[src/rtl/hdmi_stream_pkg.sv]
// Shared definitions for the HDMI capture-to-DDR path: writer FSM encoding,
// fixed AXI4 field values and the frame_height_width field layout.
package hdmi_stream_pkg;

  typedef enum logic [1:0] {
    ST_IDLE = 2'd0,
    ST_AW   = 2'd1,
    ST_W    = 2'd2,
    ST_B    = 2'd3
  } wr_state_e;

  localparam logic [2:0] SIZE_4B    = 3'b010;
  localparam logic [1:0] BURST_INCR = 2'b01;
  localparam logic [1:0] RESP_OKAY  = 2'b00;

  // frame_height_width = {4'b0, H[11:0], 4'b0, W[11:0]}
  localparam int FHW_W_LSB = 0;
  localparam int FHW_W_MSB = 11;
  localparam int FHW_H_LSB = 16;
  localparam int FHW_H_MSB = 27;

endpackage

[src/rtl/hdmi_frame_axi_writer_if.sv]
// AXI4 write-only bus (AW/W/B) between the frame writer and the DDR interconnect.
interface hdmi_frame_axi_writer_if #(
  parameter int ADDR_WIDTH = 32
) ();

  logic [ADDR_WIDTH-1:0] awaddr;
  logic [7:0]            awlen;
  logic [2:0]            awsize;
  logic [1:0]            awburst;
  logic                  awvalid;
  logic                  awready;
  logic [31:0]           wdata;
  logic [3:0]            wstrb;
  logic                  wlast;
  logic                  wvalid;
  logic                  wready;
  logic [1:0]            bresp;
  logic                  bvalid;
  logic                  bready;

  modport master (
    output awaddr, awlen, awsize, awburst, awvalid,
    input  awready,
    output wdata, wstrb, wlast, wvalid,
    input  wready,
    input  bresp, bvalid,
    output bready
  );

  modport slave (
    input  awaddr, awlen, awsize, awburst, awvalid,
    output awready,
    input  wdata, wstrb, wlast, wvalid,
    output wready,
    output bresp, bvalid,
    input  bready
  );

endinterface

[src/rtl/hdmi_frame_axi_writer.sv]
// Turns the capture FIFO's burst descriptors + pixel words into AXI4 INCR write
// bursts over a linear frame buffer. Optional double buffering: HDMI_FRAME_PINGPONG_EN.
module hdmi_frame_axi_writer
  import hdmi_stream_pkg::*;
#(
  parameter int                    ADDR_WIDTH  = 32,
  parameter logic [ADDR_WIDTH-1:0] BASE_ADDR   = 32'h0000_0000
`ifdef HDMI_FRAME_PINGPONG_EN
  ,
  parameter logic [ADDR_WIDTH-1:0] BASE_ADDR_B = 32'h0080_0000
`endif
) (
  input  logic        clk,
  input  logic        rst,
  input  logic        enable,
  input  logic [31:0] frame_height_width,

  input  logic        s_burst_valid,
  output logic        s_burst_ready,
  input  logic [7:0]  s_burst_len,
  input  logic        s_addr_reset,

  input  logic        s_data_valid,
  output logic        s_data_ready,
  input  logic [31:0] s_data,
  input  logic        s_data_last,

  hdmi_frame_axi_writer_if.master m_axi,

  output logic        frame_done,
  output logic        wr_error
);

  wr_state_e             state;
  logic [23:0]           offset;
  logic [23:0]           frame_words;
  logic [7:0]            len_q;
  logic [7:0]            beat;
  logic                  pending_reset;
  logic [ADDR_WIDTH-1:0] awaddr_q;
  logic [ADDR_WIDTH-1:0] base_addr;

  logic [11:0] frame_h;
  logic [11:0] frame_w;
  logic        unused_fhw;
  logic        offset_clear;
  logic        w_last;
  logic        w_beat;
  logic [23:0] start_offset;
  logic [24:0] next_offset;

  assign frame_h    = frame_height_width[FHW_H_MSB:FHW_H_LSB];
  assign frame_w    = frame_height_width[FHW_W_MSB:FHW_W_LSB];
  assign unused_fhw = &{1'b0, frame_height_width[31:28], frame_height_width[15:12]};

  assign offset_clear = s_addr_reset || !enable;
  assign w_last       = (state == ST_W) && (beat == len_q);
  assign w_beat       = (state == ST_W) && s_data_valid && m_axi.wready;
  assign start_offset = offset_clear ? 24'd0 : offset;
  // 25 bits so a burst straddling the end of a near-maximal frame still compares correctly.
  assign next_offset  = {1'b0, offset} + {17'd0, len_q} + 25'd1;

`ifdef HDMI_FRAME_PINGPONG_EN
  logic buf_sel;
  assign base_addr = buf_sel ? BASE_ADDR_B : BASE_ADDR;
`else
  assign base_addr = BASE_ADDR;
`endif

  assign s_burst_ready   = (state == ST_IDLE) && enable;

  assign m_axi.awaddr    = awaddr_q;
  assign m_axi.awlen     = len_q;
  assign m_axi.awsize    = SIZE_4B;
  assign m_axi.awburst   = BURST_INCR;
  assign m_axi.awvalid   = (state == ST_AW);

  // NOTE: the W channel is a combinational pass-through; registering it would need a
  // skid buffer to keep the source and the interconnect ready/valid decoupled.
  assign m_axi.wdata     = s_data;
  assign m_axi.wstrb     = 4'hf;
  assign m_axi.wlast     = w_last;
  assign m_axi.wvalid    = (state == ST_W) && s_data_valid;
  assign s_data_ready    = (state == ST_W) && m_axi.wready;

  assign m_axi.bready    = (state == ST_B);

  always_ff @(posedge clk) begin
    if (rst) begin
      state         <= ST_IDLE;
      offset        <= 24'd0;
      frame_words   <= 24'd0;
      len_q         <= 8'd0;
      beat          <= 8'd0;
      pending_reset <= 1'b0;
      awaddr_q      <= BASE_ADDR;
      frame_done    <= 1'b0;
      wr_error      <= 1'b0;
`ifdef HDMI_FRAME_PINGPONG_EN
      buf_sel       <= 1'b0;
`endif
    end else begin
      frame_done <= 1'b0;
      case (state)
        ST_IDLE: begin
          // Multiplier result is only consumed at B completion, so it is refreshed here.
          frame_words <= {12'd0, frame_h} * {12'd0, frame_w};
          if (offset_clear) offset <= 24'd0;
          if (s_burst_valid && s_burst_ready) begin
            len_q    <= s_burst_len;
            awaddr_q <= base_addr + ADDR_WIDTH'({start_offset, 2'b00});
            beat     <= 8'd0;
            state    <= ST_AW;
          end
        end

        ST_AW: begin
          if (offset_clear) pending_reset <= 1'b1;
          if (m_axi.awready) state <= ST_W;
        end

        ST_W: begin
          if (offset_clear) pending_reset <= 1'b1;
          if (w_beat) begin
            if (s_data_last != w_last) wr_error <= 1'b1;
            if (w_last) state <= ST_B;
            else        beat  <= beat + 8'd1;
          end
        end

        ST_B: begin
          if (m_axi.bvalid) begin
            if (m_axi.bresp != RESP_OKAY) wr_error <= 1'b1;
            // A requested restart beats the wrap and never counts as a finished frame.
            if (pending_reset || offset_clear) begin
              offset <= 24'd0;
            end else if (frame_words != 24'd0 && next_offset >= {1'b0, frame_words}) begin
              offset     <= 24'd0;
              frame_done <= 1'b1;
`ifdef HDMI_FRAME_PINGPONG_EN
              buf_sel    <= ~buf_sel;
`endif
            end else begin
              offset <= next_offset[23:0];
            end
            pending_reset <= 1'b0;
            state         <= ST_IDLE;
          end else if (offset_clear) begin
            pending_reset <= 1'b1;
          end
        end

        default: state <= ST_IDLE;
      endcase
    end
  end

endmodule

[src/flat_wrapper.sv]
// flat-port wrapper written by rule: the top's interface ports become plain ports
module hdmi_frame_axi_writer_flat import hdmi_stream_pkg::*;
#(
  parameter int                    ADDR_WIDTH  = 32,
  parameter logic [ADDR_WIDTH-1:0] BASE_ADDR   = 32'h0000_0000

)
  (clk, rst, enable, frame_height_width, s_burst_valid, s_burst_ready, s_burst_len, s_addr_reset, s_data_valid, s_data_ready, s_data, s_data_last, frame_done, wr_error, m_axi_awaddr, m_axi_awlen, m_axi_awsize, m_axi_awburst, m_axi_awvalid, m_axi_awready, m_axi_wdata, m_axi_wstrb, m_axi_wlast, m_axi_wvalid, m_axi_wready, m_axi_bresp, m_axi_bvalid, m_axi_bready);
  hdmi_frame_axi_writer_if #(.ADDR_WIDTH(ADDR_WIDTH)) m_axi_i ();
  input  logic clk;
  input  logic rst;
  input  logic enable;
  input  logic [31:0] frame_height_width;
  input  logic s_burst_valid;
  output logic s_burst_ready;
  input  logic [7:0] s_burst_len;
  input  logic s_addr_reset;
  input  logic s_data_valid;
  output logic s_data_ready;
  input  logic [31:0] s_data;
  input  logic s_data_last;
  output logic frame_done;
  output logic wr_error;
  output wire logic [$bits(m_axi_i.awaddr)-1:0] m_axi_awaddr;
  output wire logic [$bits(m_axi_i.awlen)-1:0] m_axi_awlen;
  output wire logic [$bits(m_axi_i.awsize)-1:0] m_axi_awsize;
  output wire logic [$bits(m_axi_i.awburst)-1:0] m_axi_awburst;
  output wire logic [$bits(m_axi_i.awvalid)-1:0] m_axi_awvalid;
  input wire logic [$bits(m_axi_i.awready)-1:0] m_axi_awready;
  output wire logic [$bits(m_axi_i.wdata)-1:0] m_axi_wdata;
  output wire logic [$bits(m_axi_i.wstrb)-1:0] m_axi_wstrb;
  output wire logic [$bits(m_axi_i.wlast)-1:0] m_axi_wlast;
  output wire logic [$bits(m_axi_i.wvalid)-1:0] m_axi_wvalid;
  input wire logic [$bits(m_axi_i.wready)-1:0] m_axi_wready;
  input wire logic [$bits(m_axi_i.bresp)-1:0] m_axi_bresp;
  input wire logic [$bits(m_axi_i.bvalid)-1:0] m_axi_bvalid;
  output wire logic [$bits(m_axi_i.bready)-1:0] m_axi_bready;
  assign m_axi_awaddr = m_axi_i.awaddr;
  assign m_axi_awlen = m_axi_i.awlen;
  assign m_axi_awsize = m_axi_i.awsize;
  assign m_axi_awburst = m_axi_i.awburst;
  assign m_axi_awvalid = m_axi_i.awvalid;
  assign m_axi_i.awready = m_axi_awready;
  assign m_axi_wdata = m_axi_i.wdata;
  assign m_axi_wstrb = m_axi_i.wstrb;
  assign m_axi_wlast = m_axi_i.wlast;
  assign m_axi_wvalid = m_axi_i.wvalid;
  assign m_axi_i.wready = m_axi_wready;
  assign m_axi_i.bresp = m_axi_bresp;
  assign m_axi_i.bvalid = m_axi_bvalid;
  assign m_axi_bready = m_axi_i.bready;
  hdmi_frame_axi_writer #(.ADDR_WIDTH(ADDR_WIDTH), .BASE_ADDR(BASE_ADDR)) u_core (.clk(clk), .rst(rst), .enable(enable), .frame_height_width(frame_height_width), .s_burst_valid(s_burst_valid), .s_burst_ready(s_burst_ready), .s_burst_len(s_burst_len), .s_addr_reset(s_addr_reset), .s_data_valid(s_data_valid), .s_data_ready(s_data_ready), .s_data(s_data), .s_data_last(s_data_last), .m_axi(m_axi_i), .frame_done(frame_done), .wr_error(wr_error));
endmodule
[config.mk]
export PLATFORM = sky130hd
export DESIGN_NAME = hdmi_frame_axi_writer_flat
export DESIGN_NICKNAME = d
export VERILOG_FILES = /design/src/rtl/hdmi_stream_pkg.sv /design/src/rtl/hdmi_frame_axi_writer_if.sv /design/src/rtl/hdmi_frame_axi_writer.sv /design/src/flat_wrapper.sv
export SDC_FILE = /design/constraint.sdc
export NUM_CORES = 1
export LEC_CHECK = 0
export CAP_MARGIN = 15
export CORE_MARGIN = 2
export CORE_UTILIZATION = 38
export CTS_BUF_LIST = sky130_fd_sc_hd__clkbuf_2 sky130_fd_sc_hd__clkbuf_4 sky130_fd_sc_hd__clkbuf_8
export DETAILED_ROUTE_END_ITERATION = 8
export PLACE_DENSITY = 0.61
export SYNTH_ARGS = -nofsm -noshare
export SYNTH_HDL_FRONTEND = slang
export SYNTH_SLANG_ARGS = --single-unit
export TNS_END_PERCENT = 20
[constraint.sdc]
create_clock -name clk -period 5.3 [get_ports clk]
set_input_delay 0.795 -clock clk [delete_from_list [all_inputs] [get_ports clk]]
set_output_delay 0.795 -clock clk [all_outputs]
set_load 0.01 [all_outputs]
Word level (Yosys, flattened, before mapping)
Index checks and enable logic that the tools add are counted.
{ "word_totals": {"n_memories": 0, "latch_bits": 0, "ramBits": 0, "wordCells": 77, "register_bits": 93, "mem_bits_ro": 0} }
{ "op_classes": {"n_div": 0, "add_sub_neg": 3, "mul": 1, "n_reduce_logical": 24, "shifts": 0, "n_bitwise": 2, "order_cmp": 1, "n_eq_ne": 13, "muxes": 24} }
{ "op_table": {"columns": ["op", "n"], "rows": [
  ["$mux 24", 4],
  ["$pmux 24 s2", 1],
  ["$add 24x8->25", 1],
  ["$add 25x1->25 const B", 1],
  ["$ge 25x24->1", 1],
  ["$mul 12x12->24", 1],
  ["$mux 8", 3],
  ["$reduce_bool 24->1", 1],
  ["$pmux 8 s2", 1],
  ["$mux 2", 5],
  ["$reduce_and 5->1", 2],
  ["$reduce_bool 2->1", 5],
  ["$add 8x1->8 const B", 1],
  ["$eq 8x8->1", 1],
  ["$ne 2x1->1 const B", 4],
  ["$ne 2x2->1 const B", 4],
  ["$pmux 2 s4", 1],
  ["$logic_and 1x1->1", 7],
  ["$mux 1", 7],
  ["$eq 2x2->1 const B", 2],
  ["$pmux 1 s2", 2],
  ["$reduce_and 2->1", 2],
  ["$reduce_and 4->1", 1],
  ["$reduce_or 4->1", 1],
  ["7 further kinds", 9]
]} }

Longest topological paths before layout
Gate-level depths: netlist of the first run.
{ "logic_depth": {"word_depth": 8, "ltp_mapped": 21, "ltp_nobuf": 20} }

Least setup slack after synthesis of the first run
No wires, ideal clock.
{ "synth_timing": {"kind": "input port to flip-flop", "from": "in frame_height_width[16]", "to": "reg u_core.frame_words[22]", "setup_slack_ns": -0.420, "arrival_time_ns": 5.614, "path_buffers": 1, "path_stages": 19, "path_cell_list": "clkbuf_1 -> nand2_1 -> fa_1 -> fa_1 -> inv_1 -> fa_1 -> fa_1 -> inv_1 -> fa_1 -> inv_1 -> ha_1 -> a21o_1 -> a21oi_1 -> nor2b_1 -> o31ai_1 -> o21a_1 -> o21ai_0 -> or3_1 -> o311ai_0"} }
{ "synth_via": {"elab_chain_len": 1} }
{ "synth_rtl": {"columns": ["element", "line", "text"], "rows": [
  ["start: declaration", "flat_wrapper.sv:13", "input logic [31:0] frame_height_width;"],
  ["$mul 12x12->24", "hdmi_frame_axi_writer.sv:107", "frame_words <= {12'd0, frame_h} * {12'd0, frame_w};"],
  ["end signal: assignment", "hdmi_frame_axi_writer.sv:107", null],
  ["end: declaration", "hdmi_frame_axi_writer.sv:36", "logic [23:0] frame_words;"]
]} }
Every way passes these cells.
A chain may end at the register's enable or synchronous reset.

Worst setup path in the final report of the first run
{ "layout_timing": {"from": "in frame_height_width[7]", "to": "reg u_core.frame_words[22]"} }
The elaborated chain is that of the path after synthesis.

==> impl_metrics.yaml, run 1 <==
die:
  die_x_microns: 166
  io_pins: 173
  rows: 59
  die_y_microns: 166
  die-area_sq_mm: 0.0275
  core_area_sq_mm: 0.0259
  initial_core_util_pct: 38.4
global_route:
  antenna_found_initial: 0
  grt_max_degree: 66
  grt-busiest-layer: "met2"
  grt_pass1_vias: 8204
  grt_usage_pct: 17.3
  grt_pass1_wl_microns: 40100
  grt_util_met3_pct: 2.00
  grtUsageMet1_pct: 23.1
  gr-total-overflow: 0
  gr-usage-met2_pct: 30.3
power:
  cellLeakagePower_nw: 5.74
  seq_power_share_pct: 15.2
  clockPowerShare_pct: 8.5
  p_int_w: 0.00333
  power_density_mw_per_mm2: 478
  peakVddDrop_v: 0.000374
  power_switching_share_pct: 42.6
  p_comb_share_pct: 76.3
  p_switching_w: 0.00247
route:
  drt-wirelength-per-cell_microns: 14.1
  num_vias: 8105
  drtIter0Drc: 338
  drt-total-wl_microns: 23300
  drt-pass1-iter-count: 5
  drc: 0
  ant_nets: 0
  vias_per_cell: 4.91
sta:
  rsz0062_at_grt: "yes"
  slew-limit-headroom_pct: 29.0
  fin_crit_sh_pct: 97.3
  final_max_slew_viol_count: 0
  finalHoldViolCount: 0
  finClkSkew_ns: 0.0107
  setup_violations: 0
  tightestPinTransition_ns: 1.06
  tns_ns: 0
  hold_ws_ns: 0.454
  max_freq_mhz: 194
  min_period_ns: 5.15
critical_path:
  arrival_ns: 5.43
  path_max_fanout: 7
  cp-start-kind: "primary input"
  cp_data_required_time_ns: 5.57
  rrSetupSlack_ns: 0.63
  endpoint: "u_core.frame_words[22]"
  worstSetupStartpoint: "frame_height_width[7]"
  r2r_cells: 19
  end_kind: "flip-flop"
  critPathKind: "in -> reg"
  r2r_end: "u_core.offset[14]"
  r2r_start: "u_core.m_axi.awlen[0]"
yosys:
  synth_top_area_share_pct: 20.3
  synth.distinct_cells: 65
  async_reset_ff_share_pct: 0
  synth-main-ff-cell: "dfxtp_1"
  yosys.area.top_type: "fa_1"
  synth_area_sq_mm: 0.00995
  synth-seq-cells: 93
  yosysWarnings: 0
  synth_edf_count: 0
  syn_area_per_cell_sq_um: 8.39
  ys_seq_area_share_pct: 18.7
  synthCells: 1185
  synth_area_leaders: "fa_1 (20%), dfxtp_1 (19%), ha_1 (13%)"
clock_network:
  cts_made_buffers: 9
  ctsLongestPathBuffers: 2
  clkSinkCount: 93
  cts_tree: "done"
  cts.htree.levels: 3
  path_clk_slew_ns: 0.09
  clk_latency_ns: 0.37
  root_buffer: "clkbuf_8"
final_layout:
  finalNetCount: 1595
  drive_gt1_share_pct: 17.8
  syn2layout_area_growth_pct: 22.0
  nFillCells: 2505
  antenna_cells: 0
placement:
  globalplace.congestion: 0.837
  io_buffer_count: 83
  dp_hpwl_microns: 18700
hold_path:
  hold_class: "reg -> reg"
run:
  drv_cap: 0
status:
  status: "completed"
## placed cells by master (no fill, tap or decap), types with 19 or more instances in the layout
master	count
a21oi_1	57
a22o_1	19
and2_1	49
buf_4	105
clkdlybuf4s50_1	58
dfxtp_1	93
fa_1	95
ha_1	84
inv_1	159
nand2_1	157
nand3_1	38
nor2_1	47
xnor2_1	27
xor2_1	21
## state kept, by name, summed over array words and instances (netlist names)
register	cells
u_core.wr_error	1
u_core.pending_reset	1
u_core.m_axi.awaddr	24
u_core.frame_done	1
u_core.beat	8
u_core.offset	24
u_core.m_axi.awlen	8
u_core.frame_words	24
u_core.state	2
## stage by stage
stage / instances / total power, W / setup WS [ns] / cell area [sq um] / util (%)
after floorplan: 1200 / 0.00351 / -0.00569 / 10100 / -
after global routing: 1650 / 0.00644 / -0.0152 / 12100 / 46.8
after CTS: 1644 / 0.00553 / 0.00463 / 12000 / 46.2
after global placement: 1614 / 0.00475 / -0.733 / 11500 / 44.5
after detailed placement: 1614 / 0.00481 / -0.812 / 11500 / 44.5
final: 1650 / 0.00580 / 0.146 / 12100 / 46.8
## power groups by stage
stage / Combinational (W) / Clock (W) / Sequential, W
2_1_floorplan: 0.00264 / 0 / 0.000870
3_3_place_gp: 0.00385 / 0 / 0.000900
3_5_place_dp: 0.00390 / 0 / 0.000901
4_1_cts: 0.00414 / 0.000507 / 0.000884
5_1_grt: 0.00501 / 0.000532 / 0.000897
6_report: 0.00443 / 0.000493 / 0.000883
## worst max-delay path: stages
cell,delay [ns]
clkdlybuf4s15_1,0.17
buf_6,0.13
and2_4,0.13
fa_1,0.48
inv_2,0.04
fa_1,0.51
inv_2,0.04
fa_2,0.47
fa_1,0.49
inv_1,0.05
fa_1,0.49
inv_2,0.05
ha_4,0.24
a21o_1,0.20
a21oi_2,0.14
nor2b_2,0.06
o31ai_4,0.27
o21a_1,0.16
o21ai_1,0.07
or3_1,0.34
o311ai_0,0.08
## cell usage after synthesis (3+ instances only)
| master | number |
|---|---|
| inv_1 | 166 |
| nand2_1 | 162 |
| fa_1 | 101 |
| ha_1 | 100 |
| dfxtp_1 | 93 |
| a21oi_1 | 63 |
| and2_1 | 62 |
| buf_4 | 49 |
| nor2_1 | 48 |
| clkbuf_1 | 45 |
| nand3_1 | 39 |
| xnor2_1 | 27 |
| xor2_1 | 21 |
| a22o_1 | 19 |
| mux2i_1 | 14 |
| o21ai_0 | 14 |
| a211oi_1 | 10 |
| nand2b_1 | 10 |
| a31oi_1 | 9 |
| nor4_1 | 9 |
| o211ai_1 | 9 |
| a21o_1 | 8 |
| and3_1 | 8 |
| nand4_1 | 8 |
| nor3_1 | 8 |
| nor2b_1 | 7 |
| nor3b_1 | 5 |
| o31ai_1 | 5 |
| or3_1 | 5 |
| buf_2 | 4 |
| o21a_1 | 4 |
| a31o_2 | 3 |
| and4_1 | 3 |
| buf_1 | 3 |
| o21bai_1 | 3 |
| o22ai_1 | 3 |
## metal layers
metal / routed length [microns] / part of all wire, %
met3: 710 / 3.0
met1: 11100 / 48
met2: 11200 / 48
met5: 0 / 0
met4: 272 / 1.2
## final cells by class
class | count | area, sq um | share of cell area, %
repair buffers | 201 | 1720 | 14.1
flip-flops and latches | 93 | 1860 | 15.3
clock inverters | 5 | 57.6 | 0.474
multi-input cells | 839 | 7310 | 60.3
clock buffers | 11 | 145 | 1.20
well taps | 335 | 419 | 3.45
inverters | 166 | 623 | 5.13
## worst min-delay path by stage
stage,endpoint,slack (ns),cells past startpoint,startpoint
4_1_cts,u_core.m_axi.awaddr[8],0.46,2,u_core.m_axi.awaddr[8]
2_1_floorplan,u_core.m_axi.awaddr[2],0.45,2,u_core.offset[0]
3_3_place_gp,u_core.m_axi.awaddr[5],0.44,2,u_core.m_axi.awaddr[5]
5_1_grt,u_core.m_axi.awaddr[8],0.47,2,u_core.m_axi.awaddr[8]
3_5_place_dp,u_core.m_axi.awaddr[24],0.44,2,u_core.m_axi.awaddr[24]
6_report,u_core.m_axi.awaddr[3],0.45,2,u_core.m_axi.awaddr[3]
## timing repair
| action | 4_1_cts | 5_1_grt |
|---|---|---|
| hold endpoints to repair | 0 | 0 |
| setup buffers | 10 | 6 |
| gates resized for setup | 99 | 54 |
| cloned | 4 | 0 |
| pin swaps | 35 | 55 |
| endpoints found under the setup margin | 13 | 11 |
| hold buffers | 0 | 0 |
## logic make-up (layout without fill, tap and decap cells)
kind of cell	Yosys count	count (layout)	synth area share, %
AOI/OAI and AO/OA	176	176	12.0
xor gates and xnor gates	48	48	4.23
adders and majority gates	201	201	32.9
buffers and inverters	268	383	12.1
DFF	93	93	18.7
muxes	14	14	1.41
other	2	17	0.0755
and+or+nand+nor	383	383	18.5
Power figures use the tool's default switching activity.
==> run 2: changes to the inputs <==
--- a/config.mk
+++ b/config.mk
@@ -5,12 +5,14 @@
 export SDC_FILE = /design/constraint.sdc
 export NUM_CORES = 1
 export LEC_CHECK = 0
+export ABC_AREA = 1
 export CAP_MARGIN = 15
 export CORE_MARGIN = 2
 export CORE_UTILIZATION = 38
 export CTS_BUF_LIST = sky130_fd_sc_hd__clkbuf_2 sky130_fd_sc_hd__clkbuf_4 sky130_fd_sc_hd__clkbuf_8
 export DETAILED_ROUTE_END_ITERATION = 8
-export PLACE_DENSITY = 0.61
+export GPL_TIMING_DRIVEN = 0
+export PLACE_DENSITY_LB_ADDON = 0.05
 export SYNTH_ARGS = -nofsm -noshare
 export SYNTH_HDL_FRONTEND = slang
 export SYNTH_SLANG_ARGS = --single-unit
==> impl_metrics.yaml, run 2 <==
sta:
  finalHoldViolCount: 0
  max_freq_mhz: 196
  min_period_ns: 5.09
  setup_slack_ns: 0.206
  finClkSkew_ns: 0.0234
  tightestPinTransition_ns: 0.653
  slew-limit-headroom_pct: 56.5
  final_max_slew_viol_count: 0
  fin_crit_sh_pct: 96.1
  setup_violations: 0
route:
  ant_nets: 0
  drt-wirelength-per-cell_microns: 14.7
  drtIter0Drc: 678
  vias_per_cell: 4.79
  num_vias: 10300
  drc: 0
  drt-total-wl_microns: 31500
  drt-pass1-iter-count: 7
critical_path:
  crit_top_cell: "fa_1"
  worstSetupStartpoint: "frame_height_width[7]"
  rrSetupSlack_ns: 1.58
  r2r_end: "u_core.offset[22]"
  r2r_start: "u_core.m_axi.awlen[0]"
  cp-start-kind: "primary input"
  path_max_fanout: 5
  max_stage_delay_ns: 0.56
  crit_path_cell_trace: "clkdlybuf4s15_1, clkbuf_4, nand2_1, inv_1, fa_1, fa_1, fa_1, fa_1, inv_1, fa_1, inv_1, ha_4, a21oi_2, o21a_1, nand2_1, nand2_1, nand3_1, or2_2, nand3_1, nand2_1, inv_1"
  cp_data_required_time_ns: 5.62
  end_kind: "flip-flop"
  arrival_ns: 5.42
  r2r_cells: 25
  endpoint: "u_core.frame_words[23]"
  critPathKind: "in -> reg"
  cp_slowest_cell: "fa_1"
clock_network:
  cts_made_buffers: 9
  path_clk_slew_ns: 0.10
  ctsLongestPathBuffers: 2
  root_buffer: "clkbuf_8"
  cts.htree.levels: 3
  holdBufCountCts: 0
  clk_latency_ns: 0.39
  cts_tree: "done"
  clkSinkCount: 93
yosys:
  synthTopCellsByCount: "nand2_1 (394), inv_1 (329), a21oi_1 (128)"
  synth_area_sq_mm: 0.0111
  synth_top_area_share_pct: 18.1
  yosysWarnings: 0
  ys_seq_area_share_pct: 16.7
  synth_edf_count: 0
  async_reset_ff_share_pct: 0
  synth-main-ff-cell: "dfxtp_1"
  synthCells: 1615
  synth-seq-cells: 93
  synth_area_leaders: "fa_1 (18%), dfxtp_1 (17%), nand2_1 (13%)"
  syn_area_per_cell_sq_um: 6.90
  yosysMostFrequentCell: "nand2_1"
  synth.distinct_cells: 42
  yosys.area.top_type: "fa_1"
status:
  status: "completed"
global_route:
  grt_max_degree: 20
  grt_pass1_wl_microns: 52100
  gr-total-overflow: 0
  grt_usage_pct: 21.0
  grt_pass1_vias: 10100
  antenna_found_initial: 0
die:
  rows: 62
  die_x_microns: 175
  core_area_sq_mm: 0.0288
  die-area_sq_mm: 0.0307
  initial_core_util_pct: 38.7
  io_pins: 173
  die_y_microns: 175
power:
  power_density_mw_per_mm2: 502
  peakVddDrop_v: 0.000417
  cellLeakagePower_nw: 7.02
final_layout:
  seq_area_sq_mm: 0.00186
  fin_util_pct: 46.6
  final_common_cell: "nand2_1"
  final_cell_mix: "nand2_1 (391), inv_1 (328), a21oi_1 (118), fa_1 (100)"
  drive_gt1_share_pct: 9.48
  finalNetCount: 2042
  antenna_cells: 0
  syn2layout_area_growth_pct: 20.2
  multi_input_area_sq_mm: 0.00758
  nFillCells: 3034
placement:
  io_buffer_count: 114
  globalplace.congestion: 0.896
  place_worst_setup_slack_ns: -1.26
  dp_hpwl_microns: 26100
run:
  drv_cap: 0
hold_path:
  hold_class: "reg -> reg"
## run 2: changes by cell type in the layout (fill, tap and decap cells not counted), moves of 19 or more
cell,previous run,this run
a21oi_1,57,118
clkdlybuf4s50_1,58,90
xnor2_1,27,8
buf_4,105,62
nor2_1,47,88
a22o_1,19,0
o21ai_0,11,60
nand3_1,38,62
clkbuf_1,0,26
nand2_1,157,391
and2_1,49,0
inv_1,159,328
## run 2: how the worst min path moves through the flow
stage,start,end,depth (start not counted)
after floorplan,u_core.frame_words[21],u_core.frame_words[21],2
after global placement,u_core.wr_error,u_core.wr_error,2
after detailed placement,u_core.wr_error,u_core.wr_error,2
after CTS,u_core.wr_error,u_core.wr_error,2
after global routing,u_core.m_axi.awaddr[13],u_core.m_axi.awaddr[13],2
final,u_core.wr_error,u_core.wr_error,2
## run 2: report_power, final
part           total [W]  switching, W  internal, W
logic            0.00520       0.00315      0.00206
clock network   0.000495      0.000307     0.000188
registers        0.00102      0.000146     0.000878
total            0.00672       0.00360      0.00312
## run 2: critical path, delay by kind of cell
kind / cells / cell delay, ns
buffers and inverters: 6 / 0.73
and+or+nand+nor: 7 / 0.72
AOI/OAI and AO/OA: 2 / 0.34
adders and majority gates: 6 / 2.83
## run 2: cell families after synthesis
| family | synth area share (%) |
|---|---|
| AO/OA/AOI/OAI | 11.1 |
| XOR/XNOR | 2.75 |
| adder cells (fa/ha/maj) | 29.4 |
| buffers and inverters | 17.7 |
| flip-flops | 16.7 |
| other | 0.0674 |
| AND/OR/NAND/NOR | 22.3 |
## run 2: per-stage QoR
stage / cell area, sq um / total power [W] / std cells / hold WS, ns / setup TNS (ns)
CTS: 13300 / 0.00657 / 2144 / 0.458 / -0.0336
finish: 13400 / 0.00672 / 2146 / 0.458 / 0
global route: 13400 / 0.00752 / 2146 / 0.487 / -0.00637
global placement: 12800 / 0.00558 / 2128 / 0.439 / -16.82
floorplan: 11200 / 0.00435 / 1630 / 0.449 / 0
detailed placement: 12800 / 0.00561 / 2128 / 0.441 / -16.48
## run 2: metal layers
layer | GRT usage, % | wire [microns] | vias up
met5 | 0 | 0 | -
met4 | 4.13 | 309 | 0
met3 | 1.99 | 1580 | 20
met2 | 35.8 | 14500 | 270
met1 | 29.1 | 15100 | 4798
li1 | - | - | 5194
## run 2: layout make-up
| class | count | share of cell area, % |
|---|---|---|
| Multi-Input combinational cell | 1088 | 56.5 |
| Sequential cell | 93 | 13.9 |
| Inverter | 331 | 9.27 |
| Timing Repair Buffer | 126 | 9.01 |
| Buffer | 108 | 6.20 |
| Tap cell | 384 | 3.59 |
| Clock buffer | 9 | 0.925 |
| Clock inverter | 7 | 0.560 |
## run 2: repair_timing
action,in CTS,in global routing
resized for setup,87,57
buffers inserted,9,1
pin swaps,8,10
cloned,1,1
endpoints found under the setup margin,15,14
